===== src/rtl/sync_filter_edge.sv =====
// sync_filter_edge: per-channel multi-stage synchronizer for asynchronous
// input levels, followed by a stability filter and edge detection. Each
// channel produces a filtered level, one-cycle rise/fall pulses and a sticky
// event flag with overflow for software or state-machine polling.
module sync_filter_edge #(
    parameter int             NCH      = 1,
    parameter int             NSYNC    = 2,
    parameter int             NFILT    = 0,
    parameter logic [NCH-1:0] RST_VAL  = {NCH{1'b0}},
    parameter int             EVT_MODE = 0
) (
    input  logic           out_clk,
    input  logic           rst_n,
    input  logic [NCH-1:0] in,
    input  logic [NCH-1:0] clr_evt,
    output logic [NCH-1:0] out,
    output logic [NCH-1:0] rise,
    output logic [NCH-1:0] fall,
    output logic [NCH-1:0] evt,
    output logic [NCH-1:0] ovf
);

    // Filter counter is at least one bit wide even when filtering is disabled.
    localparam int            CW   = (NFILT > 0) ? $clog2(NFILT + 1) : 1;
    localparam logic [CW-1:0] CMAX = CW'(NFILT);

    if (EVT_MODE < 0 || EVT_MODE > 2) begin : g_bad_evt_mode
        $error("sync_filter_edge: EVT_MODE must be 0, 1 or 2");
    end

    if (NSYNC < 2) begin : g_bad_nsync
        $error("sync_filter_edge: NSYNC must be at least 2");
    end

    for (genvar c = 0; c < NCH; c++) begin : g_ch
        (* ASYNC_REG = "TRUE" *) logic [NSYNC-1:0] sync_q;
        logic [CW-1:0] cnt;
        logic          out_q;
        logic          rise_q;
        logic          fall_q;
        logic          evt_q;
        logic          ovf_q;
        logic          s;
        logic          change;
        logic          q;

        assign s = sync_q[NSYNC-1];

        // The level has been different for NFILT+1 consecutive edges.
        assign change = (s != out_q) && (cnt == CMAX);

        // Edges that count as events for this build.
        assign q = (EVT_MODE == 1) ? rise_q :
                   (EVT_MODE == 2) ? fall_q :
                                     (rise_q | fall_q);

        // Synchronizer chain: the input enters stage 0 and shifts toward the last stage.
        always_ff @(posedge out_clk or negedge rst_n) begin
            if (!rst_n) begin
                sync_q <= {NSYNC{RST_VAL[c]}};
            end else begin
                sync_q <= {sync_q[NSYNC-2:0], in[c]};
            end
        end

        // Stability filter: out follows s only after a persistent difference; pulses mark the change.
        always_ff @(posedge out_clk or negedge rst_n) begin
            if (!rst_n) begin
                cnt    <= '0;
                out_q  <= RST_VAL[c];
                rise_q <= 1'b0;
                fall_q <= 1'b0;
            end else begin
                rise_q <= change & s;
                fall_q <= change & ~s;
                if (change) begin
                    out_q <= s;
                end
                if ((s == out_q) || change) begin
                    cnt <= '0;
                end else begin
                    cnt <= cnt + 1'b1;
                end
            end
        end

        // Sticky event and overflow: a clear never swallows a coincident new event.
        always_ff @(posedge out_clk or negedge rst_n) begin
            if (!rst_n) begin
                evt_q <= 1'b0;
                ovf_q <= 1'b0;
            end else begin
                evt_q <= q | (evt_q & ~clr_evt[c]);
                ovf_q <= ~clr_evt[c] & (ovf_q | (q & evt_q));
            end
        end

        assign out[c]  = out_q;
        assign rise[c] = rise_q;
        assign fall[c] = fall_q;
        assign evt[c]  = evt_q;
        assign ovf[c]  = ovf_q;
    end

endmodule


===== config.mk =====
export PLATFORM = sky130hd
export DESIGN_NAME = sync_filter_edge
export DESIGN_NICKNAME = d
export VERILOG_FILES = /design/src/rtl/sync_filter_edge.sv
export SDC_FILE = /design/constraint.sdc
export NUM_CORES = 1
export LEC_CHECK = 0
export CORE_AREA = 2 2 39 41
export CTS_CLUSTER_SIZE = 20
export DETAILED_ROUTE_END_ITERATION = 12
export DIE_AREA = 0 0 41 43
export SLEW_MARGIN = 15
export SYNTH_ARGS = -nofsm -noshare
export SYNTH_HDL_FRONTEND = slang
export SYNTH_SLANG_ARGS = --single-unit

===== constraint.sdc =====
create_clock -name out_clk -period 1.1 [get_ports out_clk]
set_input_delay 0.165 -clock out_clk [delete_from_list [all_inputs] [get_ports out_clk]]
set_output_delay 0.165 -clock out_clk [all_outputs]
set_load 0.01 [all_outputs]

Word-level counts from Yosys, hierarchy flattened
Cells that the tools add are included.

Flip-flop bits (word level): 8. Latch bits: 0. RAM bits: 0. ROM bits: 0. Word-level logic and storage cells: 24. Memories: 0.

$add $sub $neg: 1. $mul: 0. Div/mod/pow operators: 0. Order comparisons: 0. Eq/ne operators: 2. Shift-type cells: 0. Multiplexer cells: 1. Bitwise logic cells: 11. Reductions and logical operators: 2.

Operator list (count): 1-bit bitwise AND (5); 1-bit inverter (3); 1-bit OR (3); 1-bit adder, second input constant (1); 1-bit equality test (1); 1-bit logical AND (1); 1-bit logical OR (1); 1-bit two-way mux (1); 1-bit != test (1).

Depth between registers and ports, before layout
Depth after elaboration: 4. Depth in mapped cells: 2. Depth with buffers taken out: 2.

Worst setup path after synthesis
OpenSTA, ideal clock, no wires.

Path type: register -> register. Start: register g_ch[0].fall_q, in the netlist fall. End: register g_ch[0].ovf_q, in the netlist ovf. Arrival time: 598 ps. Required time: 978 ps. Slack: 380 ps. Stages on the path, launching flop included: 3. Path buffers: 0. Period minus slack after synthesis: 720 ps. Cell sequence: dfrtp_1 > o21ai_1 > a21oi_1.

Longest elaborated chain between the ends: 4.

Ends and longest elaborated chain: from (decl) (line 40) `logic fall_q;`; from (signal assigned) (line 75) `fall_q <= change & ~s;`; 1-bit OR (line 55) `(rise_q | fall_q);`; 1-bit bitwise AND (line 94) `ovf_q <= ~clr_evt[c] & (ovf_q | (q & evt_q));`; 1-bit OR (line 94); 1-bit bitwise AND (line 94); to (signal assigned) (line 94); to (decl) (line 42) `logic ovf_q;`.

No other way between the ends. A chain may end at the register's enable or synchronous reset.

Final worst setup path
Start: register g_ch[0].rise_q, in the netlist rise. End: output rise.

RTL lines: from (decl) (line 39) `logic rise_q;`; from (signal assigned) (line 74) `rise_q <= change & s;`; to (decl) (line 17) `output logic [NCH-1:0] rise,`.

No word-level cell between the ends.

==> impl_metrics.py <==
metrics = {
    "grt": {
        "grt_pass1_wl_um": 579,
        "overflow": 0,
        "antenna_found_initial": 0,
        "grt_pass1_vias": 156,
        "grt_max_degree": 9,
        "grt_util_all_layers": 0.05674,
    },
    "place": {
        "port_buffers": 8,
        "routabilityCongestion": 0.6975,
        "hpwl_um": 285,
    },
    "synth": {
        "synth_edf_count": 0,
        "postSynthRegisterBits": 8,
        "synthSimpleGateAreaFrac": 0.1697,
        "synth-xor-area-share": 0,
        "async_reset_ff_frac": 1.000,
        "seq_area_frac_synth": 0.7339,
        "yosysUniqueCellTypes": 12,
        "synth_largest_area_cell": "dfrtp_1",
        "synth.avg_cell_area_um2": 13.64,
        "synthFlopType": "dfrtp_1",
        "synth_nets": 24,
        "synth_most_common_cell": "dfrtp_1",
        "synthTopCellsByArea": "dfrtp_1 73%, nand2b_4 5.0%, nor3b_2 4.6%",
        "muxShareOfSynthArea": 0,
        "synth_top_family_by_area": "simple AND/OR/NAND/NOR gates",
        "synth_commonest_cells": "8 x dfrtp_1, 2 x inv_1",
        "synth_area_um2": 272.8,
        "yosysTopAreaCellShare": 0.7339,
        "synth_fa_ha_area_frac": 0,
        "netlist_instances": 20,
        "synth-compound-area-share": 0.05505,
        "yosys_warnings": 0,
    },
    "route": {
        "post_drt_via_cell_ratio": 3.479,
        "dr_wl_met3_um": 43,
        "highest_layer": "met3",
        "drt_iter0_drc": 2,
        "ant_nets": 0,
        "wl_per_cell_um": 7.813,
        "met2WireLength_um": 153,
        "num_vias": 167,
        "drt_pass1_iterations": 2,
        "m1WireLength_um": 178,
        "drcViolationCount": 0,
        "routed_wl_um": 375,
    },
    "setup_path": {
        "critPathRequiredTime_ps": 940,
        "cp-startpoint": "rise",
        "start_kind": "flop",
        "cp_slowest_cell": "dfrtp_1",
        "crit_chain": "clkdlybuf4s15_1",
        "worstPathMaxFanout": 3,
        "end_kind": "output port",
        "crit_family": "flip-flops",
        "rrSetupSlack_ps": 330,
        "critPathMaxStageDelay_ps": 380,
        "r2r_cells": 2,
        "timing.rr.end": "fall",
        "worstSetupPathType": "flop to output port",
        "critPathBufInv": 1,
        "arrival_ps": 860,
        "timing.rr.start": "out",
    },
    "pwr": {
        "p_int_uw": 479.6,
        "swShare": 0.2177,
        "ir_drop_mv": 0.4806,
        "p_switching_uw": 133.4,
        "finalPower_uw": 613.1,
        "powerDensity_nw_per_um2": 1522,
        "leakage_uw": 0.0001860,
        "clkPwrFrac": 0.350,
        "combinationalPowerShare": 0.116,
        "pwr-share-seq": 0.533,
    },
    "floorplanning": {
        "io_pins": 9,
        "start_util": 0.1971,
        "coreArea_um2": 1384,
        "die_h_um": 43,
        "dieArea_um2": 1763,
        "die_w_um": 41,
        "fp-row-count": 14,
    },
    "timing": {
        "hold_viol_final": 0,
        "period_minus_slack_ps": 1028,
        "rsz0062_at_grt": "false",
        "finalClockSkew_ps": 4.349,
        "setup_tns_ps": 0,
        "finalMaxSlewViolations": 0,
        "holdWs_ps": 186.0,
        "fin_crit_sh": 0.9350,
        "setup_viol": 0,
        "fmax_mhz": 972.3,
    },
    "clock_network": {
        "clk_pin_slew_ps": 50,
        "cts_buffers": 3,
        "h-tree-depth": 1,
        "cts-root-buf": "clkbuf_4",
        "cts.sinks": 8,
        "post-cts-setup-buffer-count": 0,
        "clk_latency_ps": 250,
        "cts_tree": "built",
        "cts_buffer_depth": 2,
    },
    "hold_path": {
        "worstHoldPathType": "input port to asynchronous set/reset pin",
    },
    "layout": {
        "nets": 38,
        "layout-drive-gt1-share": 0.2500,
        "antenna-diode-count": 0,
        "area_growth_pct": 47.71,
        "fillers": 148,
    },
    "run": {
        "drv_cap": 0,
    },
    "run_status": {
        "status": "completed",
    },
}
power by group through the flow:
stage	Clock (uW)	Combinational, uW	Sequential, uW
floorplan	0	18.2	340
global placement	0	78.7	332
detailed placement	0	79.4	332
CTS	232	69.8	326
global route	251	78.5	328
finish	215	71.2	327
cell families after synthesis:
logic type / Yosys count
AO/OA/AOI/OAI: 3
AND/OR/NAND/NOR: 6
buffers and inverters: 2
flip-flops: 8
other: 1
what timing repair did:
| action | in CTS | in global routing |
|---|---|---|
| endpoints found under the hold margin | 0 | 0 |
| resized for setup | 5 | 5 |
| hold buffers | 0 | 0 |
| setup endpoints to repair | 5 | 5 |
worst max path at each step:
stage	end	slack, ps	depth (start not counted)
after floorplan	ovf	380	2
after global placement	rise	50	1
after detailed placement	rise	50	1
after CTS	rise	5	1
after global routing	fall	10	1
final	rise	70	1
layout make-up:
type / count / area, um^2 / area share
Inverter: 2 / 7.507 / 0.01863
Sequential cell: 8 / 200.2 / 0.4969
Timing Repair Buffer: 9 / 87.58 / 0.2174
Tap cell: 16 / 20.02 / 0.04969
Multi-Input combinational cell: 10 / 65.06 / 0.1615
Clock buffer: 3 / 22.52 / 0.05590
cell usage in the layout, fill, tap and decap left out, drive strengths merged:
cell type / Yosys / routed
conb: 1 / 1
nand2b: 1 / 1
dfrtp: 8 / 8
buf: 0 / 1
clkbuf: 0 / 3
inv: 2 / 2
clkdlybuf4s50: 0 / 3
nor2: 2 / 2
o21ai: 2 / 2
clkdlybuf4s15: 0 / 5
nor3b: 1 / 1
a21oi: 1 / 1
nand2: 2 / 2
routing by layer:
| layer | up-vias | track usage |
|---|---|---|
| met5 | - | 0 |
| met4 | 0 | 0.08000 |
| met3 | 0 | 0.03141 |
| met2 | 9 | 0.06563 |
| met1 | 72 | 0.05629 |
| li1 | 86 | - |
state kept, by name, summed over array words and instances, names as in the netlist:
name and count:
out 1, g_ch.cnt 1, g_ch.sync_q 2, evt 1, fall 1, ovf 1, rise 1
per-stage QoR:
stage | utilization | area (um^2) | worst slack, ps | std cells
floorplan | - | 272.8 | 380.2 | 20
global placement | 0.2749 | 380.4 | 49.91 | 45
detailed placement | 0.2749 | 380.4 | 53.06 | 45
CTS | 0.2866 | 396.6 | 5.111 | 48
global route | 0.2911 | 402.9 | 12.13 | 48
finish | 0.2911 | 402.9 | 71.54 | 48
(Power assumes the default switching activity.)
